[src/rtl/smac_pkg.sv]
// Shared definitions for the serial MAC datapath: accumulator state encoding
// and the width helpers used by the adder, the bit selector and the accumulator.
package smac_pkg;

   typedef enum logic [1:0] {
      IDLE,
      ACCUM,
      DONE
   } state_t;

   // Partial-sum width: a popcount of M lanes (0..M) plus a sign bit,
   // so the negated MSB plane (-M..0) fits as well.
   function automatic int ps_width(input int m);
      return $clog2(m) + 1;
   endfunction

   // Result width: enough for -M*2^(N-1) .. M*(2^(N-1)-1).
   function automatic int acc_width(input int m, input int n);
      return $clog2(m) + n;
   endfunction

endpackage

[src/rtl/serial_mac_accumulator.sv]
// Bit-serial Horner accumulator: folds one signed bit-plane partial sum per
// consumed cycle (MSB plane first) into a two's-complement dot product, and
// sequences the plane index / MSB flag for the adder and weight-bit selector.
module serial_mac_accumulator
   import smac_pkg::*;
#(
   parameter  int M     = 16,
   parameter  int N     = 8,
   localparam int PS_W  = ps_width(M),
   localparam int ACC_W = acc_width(M, N),
   localparam int BS_W  = $clog2(N)
) (
   input  logic                    clk,
   input  logic                    rst,
   input  logic                    start,
   input  logic                    valid_in,
   input  logic [PS_W-1:0]         partial_in,
   output logic                    msb_out,
   output logic [BS_W-1:0]         bit_sel,
   output logic                    busy,
   output logic                    done,
   output logic signed [ACC_W-1:0] result
);

   localparam logic [BS_W-1:0] TOP_PLANE = BS_W'(N - 1);

   state_t                  state;
   logic signed [ACC_W-1:0] acc;
   logic signed [ACC_W-1:0] operand;
   logic signed [ACC_W-1:0] acc_next;

   // Operand decode (MSB plane is negative, others are plain counts) and the Horner step.
   always_comb begin
      // NOTE: every always_comb output gets a value on every path, so no latch is inferred.
      operand = {{(ACC_W - PS_W){1'b0}}, partial_in};
      if (msb_out) begin
         operand = {{(ACC_W - PS_W){partial_in[PS_W-1]}}, partial_in};
      end
      acc_next = (acc <<< 1) + operand;
   end

   // FSM, plane counter, accumulator and registered outputs.
   always_ff @(posedge clk) begin
      // NOTE: state uses non-blocking assignments so every register samples pre-edge values.
      if (rst) begin
         state   <= IDLE;
         acc     <= '0;
         result  <= '0;
         done    <= 1'b0;
         busy    <= 1'b0;
         msb_out <= 1'b0;
         bit_sel <= TOP_PLANE;
      end else begin
         done <= 1'b0;
         unique case (state)
            IDLE: begin
               if (start) begin
                  state   <= ACCUM;
                  acc     <= '0;
                  bit_sel <= TOP_PLANE;
                  msb_out <= 1'b1;
                  busy    <= 1'b1;
               end
            end
            ACCUM: begin
               // valid_in low freezes every register, so upstream can stall freely.
               if (valid_in) begin
                  acc     <= acc_next;
                  msb_out <= 1'b0;
                  if (bit_sel == '0) begin
                     result <= acc_next;
                     done   <= 1'b1;
                     busy   <= 1'b0;
                     state  <= DONE;
                  end else begin
                     bit_sel <= bit_sel - 1'b1;
                  end
               end
            end
            DONE: begin
               // start is deliberately ignored here; the earliest restart is from IDLE.
               state   <= IDLE;
               acc     <= '0;
               bit_sel <= TOP_PLANE;
            end
            default: state <= IDLE;
         endcase
      end
   end

endmodule

[config.mk]
export PLATFORM = sky130hd
export DESIGN_NAME = serial_mac_accumulator
export DESIGN_NICKNAME = d
export VERILOG_FILES = /design/src/rtl/smac_pkg.sv /design/src/rtl/serial_mac_accumulator.sv
export SDC_FILE = /design/constraint.sdc
export NUM_CORES = 1
export LEC_CHECK = 0
export BUFFER_PORTS_ARGS = -buffer_cell sky130_fd_sc_hd__buf_2
export CAP_MARGIN = 20
export CORE_UTILIZATION = 45
export CTS_BUF_LIST = sky130_fd_sc_hd__clkbuf_8 sky130_fd_sc_hd__clkbuf_16
export DETAILED_ROUTE_END_ITERATION = 7
export PLACE_DENSITY = 0.74
export RECOVER_POWER = 50
export SKIP_CTS_REPAIR_TIMING = 1
export SLEW_MARGIN = 20
export SYNTH_ARGS = -nofsm -noshare
export SYNTH_HDL_FRONTEND = slang
export SYNTH_SLANG_ARGS = --single-unit
[constraint.sdc]
create_clock -name clk -period 2.75 [get_ports clk]
set_input_delay 0.55 -clock clk [delete_from_list [all_inputs] [get_ports clk]]
set_output_delay 0.55 -clock clk [all_outputs]
set_load 0.01 [all_outputs]
# After elaboration in Yosys (flattened, before gate mapping)
# Cells that the tools add are included.
[totals] regBits=31 latch_bits=0 ramBits=0 mem_bits_ro=0 inputBits=9 out_inout_bits=18 wordCells=47 n_memories=0
[classes] addsub=2 mul=0 div=0 n_lt_le_gt_ge=0 n_eq_ne=6 n_shift=0 muxes=19 bitwise_logic=2 n_reduce_logical=11
[ops] op="$pmux W11 S3" count=1
[ops] op="$mux W11" count=2
[ops] op="$add A12 B12 Y12" count=1
[ops] op="$mux W12" count=1
[ops] op="$reduce_and A3 Y1" count=4
[ops] op="$mux W3" count=3
[ops] op="$pmux W3 S3" count=1
[ops] op="$ne A2 B2 Y1 const B" count=4
[ops] op="$reduce_and A4 Y1" count=2
[ops] op="$mux W2" count=3
[ops] op="$mux W1" count=5
[ops] op="$pmux W1 S2" count=2
[ops] op="$pmux W2 S2" count=1
[ops] op="$logic_not A3 Y1" count=1
[ops] op="$reduce_bool A3 Y1" count=1
[ops] op="$reduce_or A3 Y1" count=1
[ops] op="$sub A3 B1 Y3 const B" count=1
[ops] op="$eq A2 B1 Y1 const B" count=1
[ops] op="$eq A2 B2 Y1 const B" count=1
[ops] op="$logic_not A2 Y1" count=1
[ops] op="$not A1 Y1" count=2
[ops] op="$reduce_bool A2 Y1" count=1

# Longest topological paths before layout
[depth] ltp_word=4 mapped_depth=8 ltp_nobuf=8

# Worst setup path after synthesis
# No wires, ideal clock.
[synth_timing] path_type="input-to-reg" startpoint="input partial_in[1]" endpoint="register result[9]" setup_time_ns=0.106 arrival_ns=2.066 required_time_ns=2.644 path_slack_ns=0.578 cell_stages=8 n_path_buf=0 path_cell_list="ha_1 -> inv_1 -> fa_1 -> nor2b_1 -> o21a_1 -> nor4_1 -> or2_1 -> o311ai_0"
[synth_between] elab_chain_cells=2
[synth_rtl] element="from (decl)" line_no="serial_mac_accumulator.sv:17" text="input logic [PS_W-1:0] partial_in,"
[synth_rtl] element="$mux W12" line_no="serial_mac_accumulator.sv:36" text="if (msb_out) begin"
[synth_rtl] element="$add A12 B12 Y12" line_no="serial_mac_accumulator.sv:39" text="acc_next = (acc <<< 1) + operand;"
[synth_rtl] element="to (signal assigned)" line_no="serial_mac_accumulator.sv:71" text="result <= acc_next;"
[synth_rtl] element="to (decl)" line_no="serial_mac_accumulator.sv:22" text="output logic signed [ACC_W-1:0] result"
# No other way between the ends.
# A chain may end at the register's enable or synchronous reset.

# Worst setup path after layout
# Ends and elaborated chain as after synthesis.

==> reports/results.txt <==
Switching share of power = 25.3%
Post-synth EDFFs = 0
DP Area = 0.00183 mm2
Crit-path max FO = 5
Initial antenna violation count = 0
Dpl hpwl = 2.62 mm
P per Cell Area = 510 mW/mm2
Final Critical Period = 2.13 ns
CP Class = in2reg
RSZ-0062 raised after global routing = false
Setup_tns = 0 ns
VDD IR-drop max = 295 uV
Total CTS buffers = 5
H-tree depth = 2
Endpoint type of the worst setup path = flip-flop
Total global-route track usage = 20.6%
Initial Util = 49.1%
Slew HR = 1.03%
Core box area = 0.00347 mm2
Max-Cap Viols = 0
Prevailing post-synth register cell = dfxtp_1
Clock share of power = 40.7%
Largest net degree at the start of global routing = 41
Post-Synthesis Cell Area = 0.00170 mm2
Met3 GRT Util = 3.99%
Fin area = 0.00191 mm2
Area grow syn2layout = 11.8%
GR peak layer = met2
Via density = 5.62
Total power = 0.000973 W
Yosys top cell area share = 36.4%
Fillers = 351
Leak = 0.724 nW
Syn avg cell area = 8.35 um2
Synth Net Count = 220
GRT met1 Usage = 24.8%
Initial DRC count = 68
Worst path required time = 2.93 ns
Die area = 0.00404 mm2
Crit path launch type = primary input
Clock transition at path regs = 0.07 ns
Share of cells above drive strength 1 = 9.21%
Final Skew = 0.00838 ns
Fin. max-slew vios = 0
Row cnt = 21
CTS Buffer Depth = 2
I/O pin count = 27
Worst slew pin tran = 1.48 ns
Die Ht = 63.5 um
Seq/Total Area, Yosys = 36.4%
DR WL/cell = 13.8 um
TritonCTS clock tree = done
Fmax = 469 MHz
Nets = 243
Ys async rst share = 0%
PortBufs = 26
Clock Latency Late Sink = 0.29 ns
Gr ovfl total = 0
Final hold viol count = 0
Vias in the first global route = 1,479
Root Buffer = clkbuf_8
Die width = 63.5 um
Vias post-DR = 1,541
Status = finished clean
Hold Crit Class = reg2reg
Period utilization = 77.5%
WL final = 3.77 mm
Combinational group share of total power = 10.8%
Post-route insts no fill = 274
# DRC = 0
Post-route antenna net violation count = 0
NetSw = 0.000246 W
Post-Synthesis Cells = 204
DP Cell Count = 266
#FFs+latches synth = 31
N_diodes = 0
Ys Warns = 0
Int Pwr = 0.000727 W
Netlist cell types = 52
Gp weighted congestion = 0.886
Sequential power share = 48.5%
Grt met2 use = 33.6%
Clock sink count = 31
Critical path arrival = 2.31 ns
Cell taking the most area after synthesis = dfxtp_1
Top cells by area, synth = dfxtp_1 (36%), a21oi_1 (4.4%), ha_1 (4.4%)
First-pass GRT wire length = 6.33 mm
Final setup viols = 0
TritonRoute pass-1 iters = 4
-- through the flow --
stage               util (%)  worst slack, ns  hold WS (ns)
floorplan                  -            0.578         0.450
global placement        52.7            0.394         0.444
detailed placement      52.7            0.340         0.446
CTS                     55.6            0.638         0.454
global route            54.9            0.465         0.488
finish                  54.9            0.618         0.452
-- power by group through the flow --
stage	sequential [W]	combinational, W	clock, W
global route	0.000474	0.000118	0.000423
floorplan	0.000478	0.0000814	0
global placement	0.000481	0.000103	0
finish	0.000472	0.000105	0.000396
detailed placement	0.000481	0.000105	0
CTS	0.000471	0.000106	0.000401
-- critical path, cell delays in order --
cell,delay (ns)
buf_2,0.08
ha_1,0.17
inv_1,0.06
fa_1,0.40
nor2b_1,0.19
o21a_1,0.23
nor4_1,0.09
or2_1,0.25
o311ai_0,0.30
-- worst paths after layout --
check / start / endpoint / depth (start not counted) / slack, ns
max: partial_in[1] / result[9] / 9 / 0.62
max reg2reg: acc[0] / result[9] / 8 / 0.63
min reg2reg: result[4] / result[4] / 2 / 0.45
min: result[4] / result[4] / 2 / 0.45
-- flip-flops by register name (all words and copies together), names as in the netlist --
register	count
done	1
msb_out	1
acc	11
bit_sel	3
state	2
busy	1
result	12
-- metal layers --
metal / vias up / wire length, um
li1: 782 / -
met1: 704 / 1770
met2: 45 / 1740
met3: 10 / 178
met4: 0 / 83
met5: - / 0
-- cell usage after synthesis (2+ instances only) --
cell,number
ha_1,6
xnor2_1,5
nand2_2,2
buf_2,4
nor2b_1,3
dfxtp_1,31
and3_1,3
a21oi_1,15
and2_2,2
nor3_1,8
a22oi_1,5
nand2_1,18
or4_1,2
mux2i_1,3
nand4b_1,2
nor2_1,17
a211oi_1,3
clkbuf_1,4
nand3b_1,8
inv_1,9
and2_1,3
o21bai_1,3
nand2b_1,2
o311ai_0,3
o21ai_0,11
o211ai_1,2
o31ai_1,2
nand3_1,4
-- layout by cell type (no fill, tap or decap), types with 4 or more instances in the layout --
cell / Yosys / final
nand3b_1: 8 / 8
ha_1: 6 / 6
dfxtp_1: 31 / 31
inv_1: 9 / 10
a22oi_1: 5 / 5
buf_2: 4 / 7
clkbuf_1: 4 / 19
xnor2_1: 5 / 5
clkbuf_8: 1 / 7
a21oi_1: 15 / 15
nand2_1: 18 / 18
nor2_1: 17 / 17
o21ai_0: 11 / 11
nor3_1: 8 / 8
nand3_1: 4 / 4
-- kinds of logic (layout without fill, tap and decap cells) --
kind of cell	Yosys count	in the layout	share of synthesized area [%]
muxes	3	3	1.76
AOI/OAI and AO/OA	55	55	21.0
xor gates and xnor gates	6	6	3.08
adders and majority gates	7	7	5.58
DFF	31	31	36.4
buffers and inverters	20	44	6.09
and+or+nand+nor	82	82	26.1
-- cell type report --
| type | instances | area (um2) | area share (%) |
|---|---|---|---|
| Multi-Input combinational cell | 153 | 980 | 51.4 |
| Sequential cell | 31 | 621 | 32.6 |
| Timing Repair Buffer | 27 | 114 | 5.98 |
| Clock buffer | 7 | 96.3 | 5.06 |
| Tap cell | 46 | 57.6 | 3.02 |
| Inverter | 9 | 33.8 | 1.77 |
| Clock inverter | 1 | 3.75 | 0.197 |
Note: power is estimated with default switching activity, not from simulation.
